$ cat config.mk
export PLATFORM = sky130hd
export DESIGN_NAME = multicycle_controller
export DESIGN_NICKNAME = d
export VERILOG_FILES = /design/src/rtl/multicycle_controller.sv
export SDC_FILE = /design/constraint.sdc
export NUM_CORES = 1
export LEC_CHECK = 0
export ABC_AREA = 1
export CAP_MARGIN = 5
export CORE_MARGIN = 4
export CORE_UTILIZATION = 47
export CTS_CLUSTER_SIZE = 16
export DETAILED_ROUTE_END_ITERATION = 10
export PLACE_DENSITY = 0.77
export SYNTH_ARGS = -nofsm -noshare
export SYNTH_HDL_FRONTEND = slang
export SYNTH_SLANG_ARGS = --single-unit
$ cat constraint.sdc
create_clock -name clk -period 5.1 [get_ports clk]
set_clock_uncertainty 0.2 [all_clocks]
set_input_delay 1.275 -clock clk [delete_from_list [all_inputs] [get_ports clk]]
set_output_delay 1.275 -clock clk [all_outputs]
set_load 0.05 [all_outputs]
$ cat src/rtl/multicycle_controller.sv
// multicycle_controller: multicycle instruction-sequencing FSM.
// It latches the opcode on each accepted instruction and steps through
// DECODE, EXEC, MEM and WB, producing the datapath control strobes for
// each step. HALT and ERROR are absorbing until reset. MEM has a wait
// timeout that sends the controller to ERROR.
// Optional feature: define MCTRL_RETIRE_CNT_EN to add a 32-bit
// retired_cnt output that counts pc_write cycles.
module multicycle_controller #(
  parameter int unsigned ALU_OP_W = 3,
  parameter int unsigned TMO_W    = 4
) (
  input  logic                clk,
  input  logic                rst,
  input  logic [5:0]          opcode,
  input  logic                instr_valid,
  output logic                instr_ready,
  input  logic                zero_flag,
  input  logic                mem_ready,
  output logic [ALU_OP_W-1:0] ALU_op,
  output logic                sel_ALUScr_reg,
  output logic                sel_ALUScr_const,
  output logic                sel_PCSrc_plus1,
  output logic                sel_PCSrc_offset,
  output logic                sel_PCSrc_const,
  output logic                MemRead,
  output logic                MemWrite,
  output logic                sel_RegisterFile_in_alu,
  output logic                sel_RegisterFile_in_memory,
  output logic                sel_RegisterFile_in_shifter,
  output logic                sel_RegisterFileWriteDst_r2,
  output logic                sel_RegisterFileReadReg2_rd,
  output logic                RegisterFileWriteEn,
  output logic                pc_write,
  output logic                halted,
  output logic                err
`ifdef MCTRL_RETIRE_CNT_EN
  ,
  output logic [31:0]         retired_cnt
`endif
);

  typedef enum logic [2:0] {
    S_IDLE, S_DECODE, S_EXEC, S_MEM, S_WB, S_HALT, S_ERROR
  } state_t;

  typedef enum logic [3:0] {
    C_REG, C_IMM, C_SHIFT, C_STM, C_LDM, C_ILL, C_CJMP, C_JMP, C_HALT
  } iclass_t;

  // Last MEM wait cycle that may still complete: one short of 2^TMO_W-1.
  localparam logic [TMO_W-1:0] TMO_LAST = {{(TMO_W-1){1'b1}}, 1'b0};

  state_t           state_q, state_d;
  logic [5:0]       ir_q, ir_d;
  logic [TMO_W-1:0] tmo_q, tmo_d;
  iclass_t          iclass;

  // Instruction class decode of the latched opcode.
  always_comb begin
    iclass = C_ILL;
    if (ir_q[5:4] == 2'b00)      iclass = C_REG;
    else if (ir_q[5:4] == 2'b01) iclass = C_IMM;
    else if (ir_q[5:3] == 3'b100) iclass = C_SHIFT;
    else if (ir_q[5:3] == 3'b101) begin
      if (ir_q[2:1] == 2'b00)      iclass = C_STM;
      else if (ir_q[2:1] == 2'b01) iclass = C_LDM;
      else                         iclass = C_ILL;
    end
    else if (ir_q[5:3] == 3'b110) iclass = C_CJMP;
    else if (ir_q[5:2] == 4'b1110) iclass = C_JMP;
    else                          iclass = C_HALT;
  end

  // State, instruction register and timeout counter.
  always_ff @(posedge clk or posedge rst) begin
    if (rst) begin
      state_q <= S_IDLE;
      ir_q    <= '0;
      tmo_q   <= '0;
    end else begin
      state_q <= state_d;
      ir_q    <= ir_d;
      tmo_q   <= tmo_d;
    end
  end

  // Next-state logic and per-state control outputs.
  always_comb begin
    state_d                     = state_q;
    ir_d                        = ir_q;
    tmo_d                       = tmo_q;
    instr_ready                 = 1'b0;
    ALU_op                      = '0;
    sel_ALUScr_reg              = 1'b0;
    sel_ALUScr_const            = 1'b0;
    sel_PCSrc_plus1             = 1'b0;
    sel_PCSrc_offset            = 1'b0;
    sel_PCSrc_const             = 1'b0;
    MemRead                     = 1'b0;
    MemWrite                    = 1'b0;
    sel_RegisterFile_in_alu     = 1'b0;
    sel_RegisterFile_in_memory  = 1'b0;
    sel_RegisterFile_in_shifter = 1'b0;
    sel_RegisterFileWriteDst_r2 = 1'b0;
    sel_RegisterFileReadReg2_rd = 1'b0;
    RegisterFileWriteEn         = 1'b0;
    pc_write                    = 1'b0;
    halted                      = 1'b0;
    err                         = 1'b0;

    unique case (state_q)
      S_IDLE: begin
        instr_ready = 1'b1;
        if (instr_valid) begin
          ir_d    = opcode;
          state_d = S_DECODE;
        end
      end

      S_DECODE: begin
        tmo_d = '0;
        unique case (iclass)
          C_STM, C_LDM: state_d = S_MEM;
          C_HALT:       state_d = S_HALT;
          C_ILL:        state_d = S_ERROR;
          default:      state_d = S_EXEC;
        endcase
      end

      S_EXEC: begin
        unique case (iclass)
          C_REG: begin
            sel_ALUScr_reg = 1'b1;
            ALU_op         = ir_q[ALU_OP_W-1:0];
            state_d        = S_WB;
          end
          C_IMM: begin
            sel_ALUScr_const = 1'b1;
            ALU_op           = ir_q[ALU_OP_W-1:0];
            state_d          = S_WB;
          end
          C_SHIFT: state_d = S_WB;
          C_CJMP: begin
            pc_write         = 1'b1;
            sel_PCSrc_offset = zero_flag;
            sel_PCSrc_plus1  = ~zero_flag;
            state_d          = S_IDLE;
          end
          C_JMP: begin
            pc_write        = 1'b1;
            sel_PCSrc_const = 1'b1;
            state_d         = S_IDLE;
          end
          default: state_d = S_ERROR;
        endcase
      end

      S_MEM: begin
        sel_ALUScr_const = 1'b1;
        if (iclass == C_STM) begin
          MemWrite                    = 1'b1;
          sel_RegisterFileReadReg2_rd = 1'b1;
        end else begin
          MemRead                     = 1'b1;
          sel_RegisterFile_in_memory  = 1'b1;
          sel_RegisterFileWriteDst_r2 = 1'b1;
        end
        // A completion on the last allowed cycle takes priority over the timeout.
        if (mem_ready) begin
          if (iclass == C_STM) begin
            pc_write        = 1'b1;
            sel_PCSrc_plus1 = 1'b1;
            state_d         = S_IDLE;
          end else begin
            state_d = S_WB;
          end
        end else if (tmo_q == TMO_LAST) begin
          state_d = S_ERROR;
        end else begin
          tmo_d = tmo_q + 1'b1;
        end
      end

      S_WB: begin
        RegisterFileWriteEn = 1'b1;
        pc_write            = 1'b1;
        sel_PCSrc_plus1     = 1'b1;
        unique case (iclass)
          C_SHIFT: sel_RegisterFile_in_shifter = 1'b1;
          C_LDM: begin
            sel_RegisterFile_in_memory  = 1'b1;
            sel_RegisterFileWriteDst_r2 = 1'b1;
          end
          default: sel_RegisterFile_in_alu = 1'b1;
        endcase
        state_d = S_IDLE;
      end

      S_HALT:  halted = 1'b1;
      S_ERROR: err    = 1'b1;
      default: state_d = S_ERROR;
    endcase
  end

`ifdef MCTRL_RETIRE_CNT_EN
  logic [31:0] retired_cnt_q, retired_cnt_d;

  // Count every cycle that updates the PC; wraps naturally at 2^32.
  always_comb begin
    retired_cnt_d = retired_cnt_q + {31'd0, pc_write};
  end

  // Retirement counter register.
  always_ff @(posedge clk or posedge rst) begin
    if (rst) retired_cnt_q <= '0;
    else     retired_cnt_q <= retired_cnt_d;
  end

  assign retired_cnt = retired_cnt_q;
`endif

endmodule

==> impl_metrics.py, run 1 <==
metrics = {
    "grt": {
        "groute.usage.overall_pct": 19.62,
        "grt_start_max_net_pins": 14,
        "wire_length_of_the_first_global_routing_pass_um": 4146,
        "via_count_of_the_first_global_routing_pass": 1034,
        "globalRouteOverflowTotal": 0,
        "grt_antenna_before_repair": 0,
    },
    "setup_path": {
        "worstPathRequired_ps": 3620,
        "setup.worst_path.start_class": "input pin",
        "path_class": "input pin to output port",
        "timing.reg2reg.worst_path_depth": 5,
        "crit_path_max_fanout": 3,
        "data_arrival_time_of_the_critical_path_ps": 2810,
        "end_kind": "output port",
    },
    "floorplan": {
        "core-area_um2": 1982,
        "die-width_um": 53.89,
        "row_count": 16,
        "io-pin-count": 31,
        "die_h_um": 53.89,
        "die_area_um2": 2904,
        "initial_core_util_pct": 49.94,
    },
    "placed_design": {
        "post-dp-hpwl_um": 2041,
        "post-place-cells": 204,
        "gp_routability_congestion": 0.8682,
        "buffer_ports.inserted": 30,
        "placed_area_um2": 1294,
    },
    "min_path": {
        "hold-path-cell-count": 1,
        "holdCritPathClass": "flip-flop to flip-flop",
    },
    "detailed_routing": {
        "route.final.wire_length_um": 2504,
        "firstDrtPassIters": 5,
        "routed_wire_length_per_instance_um": 12.04,
        "drt_iter0_drc": 27,
        "detail_route.drc_violations": 0,
        "avgViaCountPerCell": 5.115,
        "drt.antenna.violating_nets": 0,
        "vias": 1064,
    },
    "clocking": {
        "cts_post_setup_buffers_inserted": 0,
        "cts_hold_buf": 0,
        "clkSlewWorstSetupHoldPaths_ps": 70,
        "cts.repair.resized": 0,
        "clock_tree_from_tritoncts": "done",
        "inserted_clock_buffers": 3,
        "clkSinkCount": 13,
        "clk_latency_worst_skew_pair_ps": 280,
        "clock-root-buffer": "sky130_fd_sc_hd__clkbuf_4",
        "ctsHtreeMaxLevel": 1,
        "clock_path_buffers": 2,
    },
    "timing": {
        "hold_viol_final": 0,
        "timing.final.crit_share_pct": 83.93,
        "grt_setup_unrepaired": "false",
        "finalSetupTns_ps": 0,
        "fin_crit_ps": 4280,
        "worst_case_hold_slack_ps": 320.6,
        "slew-limit-headroom_pct": 65.34,
        "timing.final.max_slew_violations": 0,
        "fmax_mhz": 233.6,
        "report.final.setup_viol": 0,
        "tightest_slew_ps": 519.4,
    },
    "logic_synthesis": {
        "avg_cell_area_syn_um2": 6.554,
        "syn-cell-area_um2": 989.7,
        "synth_sequential_area_ratio_pct": 32.87,
        "synthesis.instances": 151,
        "postSynthRegisterBits": 13,
        "synth_fp_nets": 164,
        "unique_cell_type_count_in_the_yosys_netlist": 24,
        "yosys_warnings": 0,
        "synth_top_cells_by_area": "sky130_fd_sc_hd__dfrtp_1 (33%), sky130_fd_sc_hd__nor2_1 (13%), sky130_fd_sc_hd__nand2_1 (11%), sky130_fd_sc_hd__inv_1 (8.0%), sky130_fd_sc_hd__nand3_1 (6.1%)",
        "synth_top_cell_area_share_pct": 32.87,
        "synth_top_cell_by_area": "sky130_fd_sc_hd__dfrtp_1",
    },
    "status": {
        "status": "finished clean",
    },
    "cells_and_area": {
        "final_area_um2": 1320,
        "nFillCells": 170,
        "finalNetCount": 195,
        "post-route-util_pct": 66.60,
        "seqCellArea_um2": 325.3,
        "post_layout_nonfiller_instances": 208,
        "multi_input_area_um2": 536.8,
        "layout-area-overhead-vs-synth_pct": 33.38,
        "drive_gt1_share_pct": 7.735,
        "diodes": 0,
    },
    "power": {
        "static-leakage-power_nw": 0.6360,
        "ir_drop_uv": 252.9,
        "power.density_nw_per_um2": 333.9,
    },
    "job": {
        "cap_violations": 0,
    },
}
==> power breakdown <==
| group | switching, mW | internal [mW] |
|---|---|---|
| combinational | 0.126 | 0.0711 |
| clock | 0.0342 | 0.0304 |
| sequential | 0.0458 | 0.134 |
==> metal layers <==
metal,global-route usage [%],part of all wire (%)
met1,19.73,41
met2,38.51,54
met4,3.404,0.52
met5,0,0
met3,6.648,4.4
==> sequential cells by signal, summed over array words and instances, names as in the netlist <==
register	flops
ir_q	6
state_q	3
tmo_q	4
==> worst paths after layout <==
path                       startpoint  endpoint  slack [ps]
setup / recovery            mem_ready  pc_write         820
hold / removal                ir_q[0]   ir_q[0]         320
setup reg to reg           state_q[1]   ir_q[0]        3340
hold reg to reg               ir_q[0]   ir_q[0]         320
max in group asynchronous         rst   ir_q[1]        3230
min in group asynchronous         rst  tmo_q[1]        1120
==> cell usage in the layout, fill, tap and decap left out, types with 2 or more instances in the layout <==
master	instances
sky130_fd_sc_hd__inv_2	5
sky130_fd_sc_hd__ha_1	2
sky130_fd_sc_hd__o21ai_0	3
sky130_fd_sc_hd__dfrtp_1	13
sky130_fd_sc_hd__nand3_1	12
sky130_fd_sc_hd__nor3b_1	2
sky130_fd_sc_hd__inv_1	21
sky130_fd_sc_hd__clkdlybuf4s50_1	30
sky130_fd_sc_hd__nor3_1	3
sky130_fd_sc_hd__nor2_1	34
sky130_fd_sc_hd__nand2_1	28
sky130_fd_sc_hd__o31ai_1	4
sky130_fd_sc_hd__a21oi_1	9
sky130_fd_sc_hd__clkbuf_4	3
==> kinds of logic (layout without fill, tap and decap cells) <==
family / count (synthesis) / in the layout / synth area share (%)
DFF: 13 / 13 / 32.87
AOI/OAI and AO/OA: 20 / 20 / 12.14
muxes: 1 / 1 / 1.138
adders and majority gates: 2 / 2 / 2.528
buffers and inverters: 30 / 60 / 12.90
xor gates and xnor gates: 1 / 1 / 0.8851
and+or+nand+nor: 84 / 84 / 37.55
==> cells in the mapped netlist (all sizes together) <==
| cell type | instances |
|---|---|
| nor2 | 35 |
| nand2 | 28 |
| inv | 26 |
| dfrtp | 13 |
| nand3 | 13 |
| a21oi | 9 |
| nor3 | 5 |
| buf | 4 |
| o21ai | 4 |
| o31ai | 4 |
| ha | 2 |
| nor3b | 2 |
| a31oi | 1 |
| mux2 | 1 |
| nand4 | 1 |
| o2111ai | 1 |
| o22ai | 1 |
| xnor2 | 1 |
==> stage by stage <==
stage | power (mW) | setup WS [ps]
after floorplan | 0.3260 | 1138
after global placement | 0.3694 | 828.6
after detailed placement | 0.3756 | 820.4
after CTS | 0.4399 | 815.1
after global routing | 0.4875 | 760.0
final | 0.4408 | 819.7
==> cell type report <==
| cell class | count | area share [%] |
|---|---|---|
| Sequential cell | 13 | 24.64 |
| Inverter | 26 | 7.393 |
| Timing Repair Buffer | 30 | 22.75 |
| Clock buffer | 4 | 1.991 |
| Multi-Input combinational cell | 108 | 40.66 |
| Tap cell | 27 | 2.559 |
==> worst max-delay path, stage by stage <==
cell and delay (ps):
sky130_fd_sc_hd__clkdlybuf4s50_1 510, sky130_fd_sc_hd__a21oi_1 100, sky130_fd_sc_hd__o21ai_0 90, sky130_fd_sc_hd__clkdlybuf4s50_1 830
No activity file was read; power rests on OpenSTA's default activity.
==> run 2: changes to the inputs <==
- CORE_UTILIZATION: 47 -> 46
- PLACE_DENSITY: 0.77 -> 0.75
- clock period: 5.1 -> 4.45 ns (I/O delays scaled with it)
==> impl_metrics.py, run 2 (synthesis gave the netlist of run 1 again) <==
metrics = {
    "clocking": {
        "cts_hold_buf": 0,
        "ctsHtreeMaxLevel": 1,
        "inserted_clock_buffers": 3,
        "clock-root-buffer": "sky130_fd_sc_hd__clkbuf_4",
        "cts.repair.resized": 0,
        "cts_post_setup_buffers_inserted": 0,
        "clkSlewWorstSetupHoldPaths_ps": 80,
        "clk_latency_worst_skew_pair_ps": 280,
        "clock_tree_from_tritoncts": "done",
        "clock_path_buffers": 2,
        "clkSinkCount": 13,
    },
    "cells_and_area": {
        "post_layout_nonfiller_instances": 208,
        "number_of_flip_flops_in_the_largest_register": 6,
        "largestRegisters": "ir_q x6, tmo_q x4, state_q x3",
        "seqCellArea_um2": 325.3,
        "top_register": "ir_q",
        "diodes": 0,
        "layout_common_cells": "sky130_fd_sc_hd__nor2_1 (34), sky130_fd_sc_hd__clkdlybuf4s50_1 (30), sky130_fd_sc_hd__nand2_1 (28)",
        "multi_input_area_um2": 536.8,
        "nFillCells": 187,
        "finalNetCount": 195,
        "layout-area-overhead-vs-synth_pct": 33.38,
        "layout.cells.most_common": "sky130_fd_sc_hd__nor2_1",
        "drive_gt1_share_pct": 7.735,
    },
    "timing": {
        "report.final.setup_viol": 0,
        "hold_viol_final": 0,
        "grt_setup_unrepaired": "false",
        "finalSetupTns_ps": 0,
        "tightest_slew_ps": 546.8,
        "fmax_mhz": 252.3,
        "fin_crit_ps": 3964,
        "timing.final.crit_share_pct": 89.08,
        "timing.final.max_slew_violations": 0,
        "slew-limit-headroom_pct": 63.51,
    },
    "min_path": {
        "holdCritPathClass": "flip-flop to flip-flop",
        "hold_path_startpoint": "ir_q[0]",
    },
    "floorplan": {
        "die_h_um": 54.39,
        "row_count": 16,
        "initial_core_util_pct": 49.44,
        "die-width_um": 54.39,
        "core-area_um2": 2002,
        "io-pin-count": 31,
        "die_area_um2": 2958,
    },
    "setup_path": {
        "launch_point_of_the_worst_path": "mem_ready",
        "setup.worst_path.start_class": "input pin",
        "worstPathRequired_ps": 3140,
        "crit_path_max_fanout": 3,
        "worst_r2r_start": "state_q[2]",
        "critical_path.cell_chain": "clkdlybuf4s50_1 -> a21oi_1 -> o31ai_1 -> clkdlybuf4s50_1",
        "max_stage_delay_ps": 850,
        "worst_path_max_delay_cell": "sky130_fd_sc_hd__clkdlybuf4s50_1",
        "path_class": "input pin to output port",
        "end_kind": "output port",
        "cp_common_cell": "sky130_fd_sc_hd__clkdlybuf4s50_1",
        "data_arrival_time_of_the_critical_path_ps": 2650,
    },
    "grt": {
        "grt_start_max_net_pins": 14,
        "groute.usage.overall_pct": 19.65,
        "globalRouteOverflowTotal": 0,
        "grt_antenna_before_repair": 0,
        "via_count_of_the_first_global_routing_pass": 975,
        "wire_length_of_the_first_global_routing_pass_um": 4215,
    },
    "placed_design": {
        "buffer_ports.inserted": 30,
        "post-place-cells": 204,
        "post-dp-hpwl_um": 2056,
        "gp_routability_congestion": 0.8917,
    },
    "power": {
        "p_int_mw": 0.2701,
        "switchingPower_mw": 0.2380,
        "clock_power_share_pct": 15.2,
        "ir_drop_uv": 251.1,
        "logic_gate_share_of_total_power_pct": 44.1,
        "power_frac_seq_pct": 40.7,
        "switching_share_pct": 46.84,
        "power.density_nw_per_um2": 384.9,
        "total_power_mw": 0.5080,
        "static-leakage-power_nw": 0.6360,
    },
    "detailed_routing": {
        "firstDrtPassIters": 4,
        "vias": 1088,
        "detail_route.drc_violations": 0,
        "drt.antenna.violating_nets": 0,
        "avgViaCountPerCell": 5.231,
        "drt_iter0_drc": 33,
        "routed_wire_length_per_instance_um": 12.42,
        "route.final.wire_length_um": 2584,
    },
    "job": {
        "cap_violations": 0,
    },
    "status": {
        "status": "finished clean",
    },
}
-- run 2: final cells by class --
cell class	instances	area share, %
multi-input cells	108	40.66
clock buffers	4	1.991
well taps	27	2.559
inverters	26	7.393
repair buffers	30	22.75
flip-flops and latches	13	24.64
-- run 2: final timing paths --
check,cells past startpoint,slack (ps),to
max,4,490,sel_PCSrc_plus1
min,1,320,ir_q[0]
max reg2reg,5,2700,ir_q[0]
min reg2reg,1,320,ir_q[0]
max in group asynchronous,2,2720,state_q[2]
min in group asynchronous,2,970,tmo_q[2]
-- run 2: power by group through the flow --
stage               sequential [mW]  clock, mW  combinational [mW]
floorplan                     0.188          0               0.186
global placement              0.205          0               0.215
detailed placement            0.208          0               0.223
CTS                           0.205     0.0791               0.224
global route                  0.214     0.0863               0.257
finish                        0.207     0.0773               0.224
-- run 2: through the flow --
stage / setup slack (ps) / area [um^2] / hold slack (ps) / util, %
2_1_floorplan: 813.0 / 989.7 / 279.7 / -
3_3_place_gp: 501.2 / 1294 / 295.1 / 64.63
3_5_place_dp: 491.6 / 1294 / 309.0 / 64.63
4_1_cts: 486.4 / 1320 / 328.3 / 65.94
5_1_grt: 439.2 / 1320 / 347.3 / 65.94
6_report: 486.1 / 1320 / 319.6 / 65.94
-- run 2: worst max-delay path, delay by kind of cell --
family	cells	cell delay, ps
buffers and inverters	2	1360
AOI/OAI and AO/OA	2	180
-- run 2: per-layer routing --
metal  vias to the layer above  global-route usage, %  share of wire [%]
li1                        544                      -                  -
met1                       512                  23.10                 43
met2                        30                  36.25                 51
met3                         2                  3.542                5.3
met4                         0                  4.979               0.77
met5                         -                      0                  0
